**src/rtl/game_pkg.sv**
```systemverilog
// Shared game constants, converter state encoding
// and the decimal saturation helper.
package game_pkg;

  typedef enum logic [1:0] {
    SC_IDLE  = 2'd0,
    SC_SHIFT = 2'd1,
    SC_DONE  = 2'd2
  } sc_state_e;

  localparam int SCORE_W      = 32;
  localparam int SCORE_DIGITS = 8;

  // Largest value representable in n decimal digits.
  function automatic logic [63:0] pow10m1(input int n);
    logic [63:0] p;
    p = 64'd1;
    for (int i = 0; i < n; i++) begin
      p = p * 64'd10;
    end
    return p - 64'd1;
  endfunction

endpackage

```
**src/rtl/score_bcd_converter_dd_step.sv**
```systemverilog
// One double-dabble iteration: add-3 on every
// nibble >= 5, then shift the whole vector left.
module dd_step
  import game_pkg::*;
#(
  parameter int DIGITS = SCORE_DIGITS,
  parameter int BIN_W  = SCORE_W
) (
  input  logic [DIGITS*4+BIN_W-1:0] v_i,
  output logic [DIGITS*4+BIN_W-1:0] v_o
);

  localparam int W = DIGITS * 4 + BIN_W;

  logic [W-1:0] adj;

  // Adjust each BCD nibble, then shift by one bit.
  always_comb begin
    adj = v_i;
    for (int d = 0; d < DIGITS; d++) begin
      if (adj[BIN_W+4*d +: 4] >= 4'd5) begin
        adj[BIN_W+4*d +: 4] = adj[BIN_W+4*d +: 4] + 4'd3;
      end
    end
    v_o = {adj[W-2:0], 1'b0};
  end

endmodule

```
**src/rtl/score_bcd_converter.sv**
```systemverilog
// Iterative binary-to-BCD score converter with
// leading-zero blanking and decimal saturation.
module score_bcd_converter
  import game_pkg::*;
#(
  parameter int BIN_W  = SCORE_W,
  parameter int DIGITS = SCORE_DIGITS
) (
  input  logic                  CLK,
  input  logic                  RST,
  input  logic [BIN_W-1:0]      BINARY_SCORE,
  input  logic                  FORCE_START,
  output logic [DIGITS*4-1:0]   BCD_OUT,
  output logic [DIGITS-1:0]     BLANK,
  output logic                  VALID,
  output logic                  BUSY,
  output logic                  OVERFLOW
);

  localparam int BCD_W = DIGITS * 4;
  localparam int SR_W  = BCD_W + BIN_W;
  localparam int CNT_W = (BIN_W > 1) ? $clog2(BIN_W) : 1;
  localparam logic [CNT_W-1:0] CNT_INIT = CNT_W'(BIN_W - 1);
  localparam logic [63:0] MAX64 = pow10m1(DIGITS);
  // No saturation needed when every binary value fits.
  localparam bit SAT_EN =
    (BIN_W < 64) && (MAX64 < (64'd1 << BIN_W));
  localparam logic [BIN_W-1:0] MAX_BIN = MAX64[BIN_W-1:0];
  localparam logic [DIGITS-1:0] BLANK_RST =
    {{(DIGITS-1){1'b1}}, 1'b0};

  sc_state_e         state_q, state_d;
  logic [SR_W-1:0]   sr_q, sr_d, sr_step;
  logic [CNT_W-1:0]  cnt_q, cnt_d;
  logic [BIN_W-1:0]  last_q, last_d;
  logic              ovfp_q, ovfp_d;
  logic [BCD_W-1:0]  bcd_q, bcd_d;
  logic [DIGITS-1:0] blank_q, blank_d, blank_calc;
  logic              ovf_q, ovf_d;
  logic              busy_q, busy_d;
  logic              valid_q, valid_d;
  logic              start, over;
  logic              zrun;

  dd_step #(
    .DIGITS(DIGITS),
    .BIN_W (BIN_W)
  ) u_step (
    .v_i(sr_q),
    .v_o(sr_step)
  );

  assign start = (BINARY_SCORE != last_q) || FORCE_START;
  assign over  = SAT_EN && (64'(BINARY_SCORE) > MAX64);

  // Leading-zero mask: digit i dark iff i..top are zero.
  always_comb begin
    blank_calc = '0;
    zrun       = 1'b1;
    for (int i = DIGITS - 1; i >= 1; i--) begin
      zrun          = zrun && (sr_q[BIN_W+4*i +: 4] == 4'd0);
      blank_calc[i] = zrun;
    end
  end

  // Next-state and datapath update for the converter FSM.
  always_comb begin
    state_d = state_q;
    sr_d    = sr_q;
    cnt_d   = cnt_q;
    last_d  = last_q;
    ovfp_d  = ovfp_q;
    bcd_d   = bcd_q;
    blank_d = blank_q;
    ovf_d   = ovf_q;
    busy_d  = busy_q;
    valid_d = 1'b0;
    unique case (state_q)
      SC_IDLE: begin
        if (start) begin
          last_d = BINARY_SCORE;
          if (over) begin
            sr_d   = {{BCD_W{1'b0}}, MAX_BIN};
            ovfp_d = 1'b1;
          end else begin
            sr_d   = {{BCD_W{1'b0}}, BINARY_SCORE};
            ovfp_d = 1'b0;
          end
          cnt_d   = CNT_INIT;
          busy_d  = 1'b1;
          state_d = SC_SHIFT;
        end
      end
      SC_SHIFT: begin
        sr_d = sr_step;
        if (cnt_q == '0) begin
          state_d = SC_DONE;
        end else begin
          cnt_d = cnt_q - 1'b1;
        end
      end
      SC_DONE: begin
        bcd_d   = sr_q[SR_W-1:BIN_W];
        ovf_d   = ovfp_q;
        blank_d = blank_calc;
        valid_d = 1'b1;
        busy_d  = 1'b0;
        state_d = SC_IDLE;
      end
      default: state_d = SC_IDLE;
    endcase
  end

  // State and output registers, synchronous reset.
  always_ff @(posedge CLK) begin
    if (RST) begin
      state_q <= SC_IDLE;
      sr_q    <= '0;
      cnt_q   <= '0;
      last_q  <= '0;
      ovfp_q  <= 1'b0;
      bcd_q   <= '0;
      blank_q <= BLANK_RST;
      ovf_q   <= 1'b0;
      busy_q  <= 1'b0;
      valid_q <= 1'b0;
    end else begin
      state_q <= state_d;
      sr_q    <= sr_d;
      cnt_q   <= cnt_d;
      last_q  <= last_d;
      ovfp_q  <= ovfp_d;
      bcd_q   <= bcd_d;
      blank_q <= blank_d;
      ovf_q   <= ovf_d;
      busy_q  <= busy_d;
      valid_q <= valid_d;
    end
  end

  assign BCD_OUT  = bcd_q;
  assign BLANK    = blank_q;
  assign VALID    = valid_q;
  assign BUSY     = busy_q;
  assign OVERFLOW = ovf_q;

endmodule

```
**config.mk**
```make
export PLATFORM = sky130hd
export DESIGN_NAME = score_bcd_converter
export DESIGN_NICKNAME = d
export VERILOG_FILES = /design/src/rtl/game_pkg.sv /design/src/rtl/score_bcd_converter_dd_step.sv /design/src/rtl/score_bcd_converter.sv
export SDC_FILE = /design/constraint.sdc
export NUM_CORES = 1
export LEC_CHECK = 0
export BUFFER_PORTS_ARGS = -buffer_cell sky130_fd_sc_hd__buf_4
export CAP_MARGIN = 10
export CORE_ASPECT_RATIO = 0.75
export CORE_MARGIN = 10
export CORE_UTILIZATION = 45
export CTS_BUF_LIST = sky130_fd_sc_hd__clkbuf_8
export DETAILED_ROUTE_END_ITERATION = 8
export GPL_TIMING_DRIVEN = 0
export PLACE_DENSITY = 0.72
export SLEW_MARGIN = 20
export SYNTH_ARGS = -nofsm -noshare
export SYNTH_HDL_FRONTEND = slang
export SYNTH_HIERARCHICAL = 1
export SYNTH_SLANG_ARGS = --single-unit
```
**constraint.sdc**
```tcl
create_clock -name CLK -period 5.85 [get_ports CLK]
set_input_delay 0.8775 -clock CLK [delete_from_list [all_inputs] [get_ports CLK]]
set_output_delay 0.8775 -clock CLK [all_outputs]
set_load 0.005 [all_outputs]
```
==> impl_metrics.py, run 1 <==
metrics = {
    "outcome": {
        "status": "completed",
    },
    "clock_tree": {
        "clock_sinks": 146,
        "clk_pin_slew_ps": 70,
        "root_buffer": "clkbuf_8",
        "cts_made_buffers": 17,
        "postCtsSetupBuffers": 0,
        "clk_latency_ps": 450,
        "clock_path_buffers": 2,
        "htree_levels": 4,
        "cts_tree": "built",
        "cts_hold_buffers": 0,
        "cts-resized-gates": 0,
    },
    "layout": {
        "drive_gt1_share_pct": 19.3,
        "fillCellCount": 1451,
        "antenna_cells": 0,
        "final_core_util_pct": 54.2,
        "fin_nets": 979,
        "syn_to_final_growth_pct": 18.2,
    },
    "timing": {
        "fin_skew_ps": 11.0,
        "hold_violations": 0,
        "min_period_ps": 2560,
        "fmax_mhz": 391,
        "worst_pin_slew_ps": 715,
        "tns_ps": 0,
        "slew_viol_final": 0,
        "fin_crit_sh_pct": 43.8,
        "rsz0062_at_grt": "false",
        "timing.final.setup_violations": 0,
        "relSlewSlack_pct": 52.2,
        "setup_ws_ps": 3290,
    },
    "synth": {
        "synth_area_um2": 6980,
        "syn_area_per_cell_um2": 8.39,
        "synth_edf_count": 0,
        "synth_nets": 885,
        "synth-seq-cells": 146,
        "yosys_warnings": 6,
        "synth_area_leader_cell": "dfxtp_1",
        "synthFlopType": "dfxtp_1",
        "netlist_top_cells_area": "dfxtp_1, nand2_1, mux2i_1",
        "synth_cell_types": 48,
        "yosysTopAreaCellShare_pct": 41.9,
        "synth.most_common_cell": "dfxtp_1",
        "synth_common_cells": "dfxtp_1, nand2_1, nor2_1",
        "async_flop_share_pct": 0,
        "ys_seq_area_share_pct": 41.9,
        "syn_inst": 832,
    },
    "floorplan": {
        "core-area_um2": 15200,
        "ioPinCount": 78,
        "die_h_um": 128,
        "rows": 39,
        "start_util_pct": 45.8,
        "dieArea_um2": 20900,
        "die_w_um": 164,
    },
    "global_route": {
        "grt-ovfl-total": 0,
        "grt_pass1_vias": 5615,
        "antenna_found_initial": 0,
        "grt_max_degree": 17,
        "grtUsageTotal_pct": 16.2,
        "grt_pass1_wl_um": 27600,
    },
    "placed_design": {
        "post-dp-hpwl_um": 12400,
        "dp_slack_ps": 2820,
        "place_congestion": 0.845,
        "portBuffers": 75,
    },
    "setup_path": {
        "critPathBufInv": 3,
        "critical_path.top_delay_family": "buffers and inverters",
        "end_kind": "flop",
        "crit_fanout": 10,
        "required_ps": 6190,
        "path_cells": "buf_4 -> xnor2_1 -> nand4_1 -> nor4_4 -> a41oi_2 -> clkbuf_1 -> buf_2 -> o221a_2",
        "crit_slowest_cell": "nor4_4",
        "cp-start-kind": "primary input",
        "slowest_delay_ps": 410,
        "path_class": "primary input to flop",
        "critPathArrivalTime_ps": 2900,
    },
    "power": {
        "power.total_mw": 2.21,
        "peakVddDrop_mv": 0.169,
        "p_leak_nw": 3.35,
        "p_per_area_nw_per_um2": 268,
    },
    "route": {
        "drcViolationCount": 0,
        "wirelength_um": 16800,
        "drt-wirelength-per-cell_um": 14.6,
        "via_per_inst": 5.03,
        "ant_nets": 0,
        "drt_iter0_drc": 408,
        "firstDrtPassIters": 5,
        "via_count": 5754,
    },
    "min_path": {
        "hold_class": "flop to flop",
    },
    "run": {
        "cap_violations": 0,
    },
}
==> state kept, by name, summed over array words and instances (netlist names) <==
name / count
BUSY: 1
ovfp_q: 1
BLANK: 7
last_q: 32
BCD_OUT: 32
VALID: 1
sr_q: 64
state_q: 2
OVERFLOW: 1
cnt_q: 5
==> through the flow <==
stage / std cells / area, um^2 / hold WS [ps]
final: 1144 / 8250 / 452
after global routing: 1144 / 8250 / 484
after CTS: 1144 / 8250 / 458
after detailed placement: 1112 / 7800 / 447
after global placement: 1112 / 7800 / 444
after floorplan: 832 / 6980 / 432
==> worst min-delay path, delay by kind of cell, from the launching register on <==
family          cells  cell delay, ps
compound gates      1              50
flops               1             310
simple gates        1              50
==> layer usage <==
metal	track usage, %	up-vias	share of wire (%)
met2	24.3	95	43
met4	5.66	0	1.3
met1	22.5	2690	51
li1	-	2952	-
met5	0	-	0
met3	3.75	17	4.0
==> power by group <==
part	switching (mW)	internal, mW	total, mW
logic	0.130	0.120	0.250
registers	0.0276	1.04	1.06
clock network	0.372	0.523	0.895
total	0.529	1.68	2.21
==> final cells by class <==
cell class	instances	area, um^2	share of cell area [%]
buffer	77	433	5.25
clock buffer	19	262	3.17
clock inverter	13	190	2.30
inverter	22	82.6	1.00
multi-input combinational	587	3540	42.9
sequential	146	2920	35.4
tap	205	256	3.11
timing repair buffer	75	563	6.82
==> kinds of logic (layout without fill, tap and decap cells) <==
| logic type | Yosys count | after routing | synth area share [%] |
|---|---|---|---|
| and+or+nand+nor | 332 | 332 | 21.7 |
| AOI/OAI and AO/OA | 150 | 150 | 14.3 |
| DFF | 146 | 146 | 41.9 |
| buffers and inverters | 99 | 206 | 7.38 |
| xor gates and xnor gates | 43 | 43 | 5.40 |
| muxes | 42 | 42 | 6.02 |
| adders and majority gates | 18 | 18 | 3.23 |
| other | 2 | 2 | 0.108 |
==> final timing paths <==
check / cells past startpoint / slack [ps] / end / start
max reg2reg: 7 / 3510 / sr_q[22] / last_q[4]
max: 8 / 3290 / sr_q[22] / BINARY_SCORE[22]
min: 2 / 450 / OVERFLOW / ovfp_q
min reg2reg: 2 / 450 / OVERFLOW / ovfp_q
==> placed cells by master (no fill, tap or decap), drive strengths merged, types with 7 or more instances in the layout <==
master	Yosys	final
dfxtp	146	146
nand2	144	144
buf	44	119
nor2	90	90
a21oi	86	86
nand2b	53	53
clkbuf	33	52
mux2i	42	42
xnor2	39	39
inv	20	22
o221a	20	20
ha	18	18
o21ai	18	18
nor3	12	12
nor4	11	11
nand4	8	8
clkinv	2	7
Power figures use the tool's default switching activity.
==> inputs of run 2 (changes only) <==
- ABC_AREA: unset -> 1
- clock period: 5.85 -> 2.7 ns (I/O delays scaled with it)
==> run 2 against run 1 <==
- register-to-register slack lost 2700 ps
- count of clock-buffer cells in the layout decreased by 2
- cell count rose by 23%
- global-route usage grew 1.3 points
- sequential power grew 120%
- wire length is 18% higher
- design area grew 6.5%
- setup slack got worse by 2500 ps
- synthesized cell count is 30% higher
- sequential share of layout area shrank 2.1 points
==> impl_metrics.py, run 2 <==
metrics = {
    "synth": {
        "synth_area_leader_cell": "dfxtp_1",
        "synth.most_common_cell": "nand2_1",
        "synth_common_cells": "nand2_1, dfxtp_1, o21ai_0",
        "yosys_warnings": 6,
        "synth_edf_count": 0,
        "netlist_top_cells_area": "dfxtp_1, nand2_1, o21ai_0",
        "yosysTopAreaCellShare_pct": 38.5,
        "syn_area_per_cell_um2": 7.03,
        "synth_cell_types": 33,
        "synthFlopType": "dfxtp_1",
        "syn_inst": 1079,
        "synth_area_um2": 7590,
        "synth_nets": 1132,
        "synth-seq-cells": 146,
        "async_flop_share_pct": 0,
        "ys_seq_area_share_pct": 38.5,
    },
    "setup_path": {
        "slowest_delay_ps": 370,
        "end_kind": "flop",
        "crit_start": "last_q[25]",
        "reg2reg_to": "sr_q[24]",
        "rr_startpoint": "last_q[25]",
        "cp-start-kind": "flop",
        "critPathArrivalTime_ps": 2270,
        "path_common_cell": "nand2_1",
        "path_class": "flop to flop",
        "crit_slowest_cell": "dfxtp_1",
        "cp-endpoint": "sr_q[24]",
        "required_ps": 3060,
        "path_cells": "inv_1 -> nand2_1 -> nand2_1 -> inv_1 -> nand2_1 -> nor2_1 -> nand2_1 -> nor2_1 -> nand3_2 -> nand2_2 -> nand2_2 -> buf_6 -> buf_6 -> nor2_2 -> nor2_1",
        "crit_fanout": 10,
        "r2r_cells": 15,
        "reg2reg_slack_ps": 790,
    },
    "layout": {
        "fin_cells": 1402,
        "final_common_cell": "nand2_1",
        "drive_gt1_share_pct": 19.0,
        "fin_nets": 1227,
        "final_cell_mix": "nand2_1, dfxtp_1, o21ai_0",
        "antenna_cells": 0,
        "multi_input_area_um2": 3720,
        "syn_to_final_growth_pct": 15.8,
        "largest_reg_flops": 64,
        "top_register": "sr_q",
        "fillCellCount": 1660,
        "regArea_um2": 2920,
    },
    "route": {
        "firstDrtPassIters": 5,
        "ant_nets": 0,
        "wirelength_um": 19800,
        "drt_iter0_drc": 504,
        "via_count": 7041,
        "drt-wirelength-per-cell_um": 14.1,
        "via_per_inst": 5.02,
        "drcViolationCount": 0,
    },
    "clock_tree": {
        "clock_path_buffers": 2,
        "clock_sinks": 146,
        "cts_made_buffers": 17,
        "cts_hold_buffers": 0,
        "htree_levels": 4,
        "clk_pin_slew_ps": 90,
        "cts-resized-gates": 0,
        "cts_tree": "built",
        "root_buffer": "clkbuf_8",
        "clk_latency_ps": 470,
        "postCtsSetupBuffers": 0,
    },
    "power": {
        "p_per_area_nw_per_um2": 524,
        "sw_frac_of_total_pct": 30.6,
        "peakVddDrop_mv": 0.310,
        "seqPwrFrac_pct": 50.4,
        "switchingPower_mw": 1.41,
        "power.total_mw": 4.60,
        "combinationalPowerShare_pct": 14.8,
        "pwr-share-clk_pct": 34.7,
        "intPower_mw": 3.19,
        "p_leak_nw": 3.77,
    },
    "timing": {
        "slew_viol_final": 0,
        "rsz0062_at_grt": "false",
        "fin_skew_ps": 19.1,
        "worst_pin_slew_ps": 708,
        "hold_violations": 0,
        "tns_ps": 0,
        "fmax_mhz": 525,
        "fin_crit_sh_pct": 70.6,
        "setup_ws_ps": 794,
        "min_period_ps": 1910,
        "timing.final.setup_violations": 0,
        "relSlewSlack_pct": 52.8,
    },
    "floorplan": {
        "core-area_um2": 16700,
        "ioPinCount": 78,
        "die_h_um": 132,
        "start_util_pct": 45.5,
        "dieArea_um2": 22500,
        "die_w_um": 170,
        "rows": 41,
    },
    "min_path": {
        "hold_class": "primary input to flop",
    },
    "global_route": {
        "grt_pass1_vias": 6624,
        "grt_pass1_wl_um": 32500,
        "antenna_found_initial": 0,
        "grtUsageTotal_pct": 17.5,
        "grt-ovfl-total": 0,
        "grt_max_degree": 17,
    },
    "placed_design": {
        "dp_slack_ps": 643,
        "place_congestion": 0.848,
        "post-dp-hpwl_um": 14500,
        "portBuffers": 76,
        "post-place-cells": 1370,
    },
    "run": {
        "cap_violations": 0,
    },
    "outcome": {
        "status": "completed",
    },
}
==> run 2: cell type report <==
cell class              instances  area share, %
clock inverters                15           1.40
multi-input cells             732           42.4
clock buffers                  17           2.66
repair buffers                 76           6.49
well taps                     215           3.06
plain buffers                  90           6.00
inverters                     111           4.74
flip-flops and latches        146           33.3
==> run 2: how the worst min path moves through the flow <==
stage	start	endpoint	slack, ps	cells past startpoint
detailed placement	last_q[19]	last_q[19]	450	2
global route	BINARY_SCORE[30]	last_q[30]	200	3
floorplan	last_q[1]	last_q[1]	430	2
CTS	BINARY_SCORE[21]	sr_q[21]	210	3
global placement	last_q[17]	last_q[17]	450	2
finish	BINARY_SCORE[22]	sr_q[22]	220	3
==> run 2: kinds of logic (layout without fill, tap and decap cells) <==
group                      Yosys count  count (layout)  share of synthesized area [%]
xor gates and xnor gates            13              13                           1.50
adders and majority gates           18              18                           2.97
other                                2               2                         0.0990
AOI/OAI and AO/OA                  240             240                           17.3
DFF                                146             146                           38.5
buffers and inverters              201             309                           12.4
and+or+nand+nor                    459             459                           27.1
==> run 2: routing by layer <==
metal / track usage (%) / vias to the layer above / wire length (um)
met2: 26.7 / 184 / 8640
met3: 4.78 / 21 / 1260
met5: 0 / - / 0
li1: - / 3651 / -
met1: 23.9 / 3185 / 9650
met4: 4.33 / 0 / 195
==> run 2: metrics by stage <==
step	area, um^2	hold slack (ps)	utilization (%)
after floorplan	7590	433	-
after global placement	8430	449	50.6
after detailed placement	8430	452	50.6
after CTS	8780	205	52.7
after global routing	8780	205	52.7
final	8780	217	52.7
==> run 2: critical path, delay by kind of cell, from the launching register on <==
family	cells	cell delay [ps]
simple gates	11	1000
buf+inv	4	430
flops	1	370
==> run 2: power by group through the flow <==
stage               Clock [mW]  Combinational (mW)  Sequential (mW)
global placement             0               0.670             2.37
finish                    1.60               0.683             2.32
floorplan                    0               0.466             2.36
global route              1.73               0.767             2.34
detailed placement           0               0.677             2.37
CTS                       1.63               0.682             2.32
==> inputs of run 3 (changes only) <==
- clock period: 2.7 -> 1.8 ns (I/O delays scaled with it)
==> run 3 against run 2 <==
- the flow now finishes with violations (negative setup slack)
- cell count up 0.64%
- clock power up 49%
- sequential share of layout area down 1.1 points
- clock skew up 0.72 ps
- sequential power up 50%
- flip-flop and latch count unchanged
- first-iteration DRC count up 13%
- die area unchanged
- maximum frequency up 5.7%
- global-route usage about the same
- hold slack worse by 140 ps
- critical path type unchanged
- highest routed layer unchanged
==> impl_metrics.py, run 3 (synthesis results as in run 2) <==
metrics = {
    "setup_path": {
        "path_common_cell": "nand2_1",
        "crit_slowest_cell": "dfxtp_1",
        "path_class": "flop to flop",
        "crit_fanout": 10,
        "path_cells": "nand2_1 -> nand2_1 -> o21ai_1 -> nor2_1 -> nand2_1 -> nor2_2 -> nand3_4 -> nand2_4 -> nand2_8 -> buf_8 -> buf_12 -> nor2_2 -> nor2_1",
        "end_kind": "flop",
        "slowest_delay_ps": 360,
        "reg2reg_slack_ps": -2,
        "cp-start-kind": "flop",
        "critPathArrivalTime_ps": 2170,
        "required_ps": 2170,
    },
    "power": {
        "peakVddDrop_mv": 0.464,
        "p_per_area_nw_per_um2": 774,
        "p_leak_nw": 3.90,
    },
    "placed_design": {
        "place_area_um2": 8430,
        "dp_slack_ps": -122,
        "post-dp-hpwl_um": 14500,
        "place_congestion": 0.848,
        "portBuffers": 76,
    },
    "timing": {
        "timing.final.setup_violations": 1,
        "setup_ws_ps": -2.31,
        "fin_crit_sh_pct": 100,
        "worst_pin_slew_ps": 797,
        "fin_skew_ps": 19.8,
        "hold_violations": 0,
        "fmax_mhz": 555,
        "rsz0062_at_grt": "true",
        "hold_slack_ps": 79.2,
        "relSlewSlack_pct": 46.9,
        "slew_viol_final": 0,
        "min_period_ps": 1800,
    },
    "clock_tree": {
        "clk_pin_slew_ps": 90,
        "clock_path_buffers": 2,
        "root_buffer": "clkbuf_8",
        "htree_levels": 4,
        "cts_tree": "built",
        "clk_latency_ps": 470,
        "clock_sinks": 146,
        "cts_hold_buffers": 0,
        "cts_made_buffers": 17,
    },
    "floorplan": {
        "start_util_pct": 45.5,
        "dieArea_um2": 22500,
        "ioPinCount": 78,
        "core-area_um2": 16700,
        "die_w_um": 170,
        "rows": 41,
        "die_h_um": 132,
    },
    "route": {
        "drt-wirelength-per-cell_um": 14.4,
        "via_count": 7194,
        "ant_nets": 0,
        "drcViolationCount": 0,
        "wirelength_um": 20300,
        "drt_iter0_drc": 572,
        "firstDrtPassIters": 5,
        "via_per_inst": 5.10,
    },
    "layout": {
        "final_core_util_pct": 54.7,
        "final_common_cell": "nand2_1",
        "final_cell_mix": "nand2_1, dfxtp_1, buf_4",
        "final_area_um2": 9110,
        "syn_to_final_growth_pct": 20.1,
        "antenna_cells": 0,
        "drive_gt1_share_pct": 23.5,
        "largest_reg_flops": 64,
        "fin_nets": 1236,
        "top_register": "sr_q",
    },
    "global_route": {
        "grt_pass1_vias": 6641,
        "grt_pass1_wl_um": 32600,
        "grtUsageTotal_pct": 17.6,
        "grt_max_degree": 17,
        "grt-ovfl-total": 0,
        "antenna_found_initial": 0,
    },
    "outcome": {
        "status": "complete, but fails checks",
        "failed_checks": "negative setup slack",
    },
    "run": {
        "cap_violations": 0,
    },
    "min_path": {
        "hold_class": "primary input to flop",
    },
}
run 3: changes by cell type in the layout (fill, tap and decap cells not counted), moves of 7 or more:
cell	delta
a21oi_1	-9
o21ai_1	+14
dfxtp_1	-7
clkbuf_1	-9
a21oi_2	+9
clkbuf_2	+7
dfxtp_2	+7
o21ai_0	-14
run 3: through the flow:
| stage | TNS (ps) | power (mW) | std cells |
|---|---|---|---|
| after global placement | -3120 | 4.56 | 1370 |
| after CTS | 0 | 6.95 | 1402 |
| after global routing | -2140 | 7.39 | 1411 |
| after floorplan | 0 | 4.24 | 1079 |
| after detailed placement | -2740 | 4.57 | 1370 |
| final | -2.31 | 7.05 | 1411 |
run 3: worst paths after layout:
path,start,cells after the start,to
worst max-delay path,last_q[18],13,sr_q[24]
worst min-delay path,BINARY_SCORE[28],3,last_q[28]
worst max register to register,last_q[18],13,sr_q[24]
worst min register to register,last_q[5],2,last_q[5]
run 3: what timing repair did:
item                       4_1_cts  5_1_grt
setup endpoints to repair       35      104
gates resized for setup          7       93
buffers inserted                 0        5
gates cloned                     0        4
pin swaps                        3        9
run 3: cell type report:
| cell class | instances | area, um^2 |
|---|---|---|
| Multi-Input combinational cell | 732 | 3850 |
| Clock buffer | 17 | 234 |
| Sequential cell | 146 | 2930 |
| Clock inverter | 15 | 123 |
| Fill cell | 1618 | 7560 |
| Tap cell | 215 | 269 |
| Timing Repair Buffer | 85 | 692 |
| Inverter | 111 | 417 |
| Buffer | 90 | 599 |
run 3: critical path: cells and delay by family, from the launching register on:
| family | cells | cell delay [ps] |
|---|---|---|
| AO/OA/AOI/OAI | 1 | 110 |
| buffers and inverters | 2 | 310 |
| flip-flops | 1 | 360 |
| AND/OR/NAND/NOR | 10 | 930 |
run 3: power breakdown:
| part | internal [mW] | switching (mW) |
|---|---|---|
| sequential | 3.39 | 0.102 |
| combinational | 0.507 | 0.655 |
| clock | 0.985 | 1.41 |
| total | 4.88 | 2.17 |
run 3: routing by layer:
layer	vias up	track usage [%]	wire length, um
li1	3679	-	-
met2	184	26.8	8970
met5	-	0	0
met1	3307	23.9	9830
met4	0	4.33	224
met3	24	4.78	1300
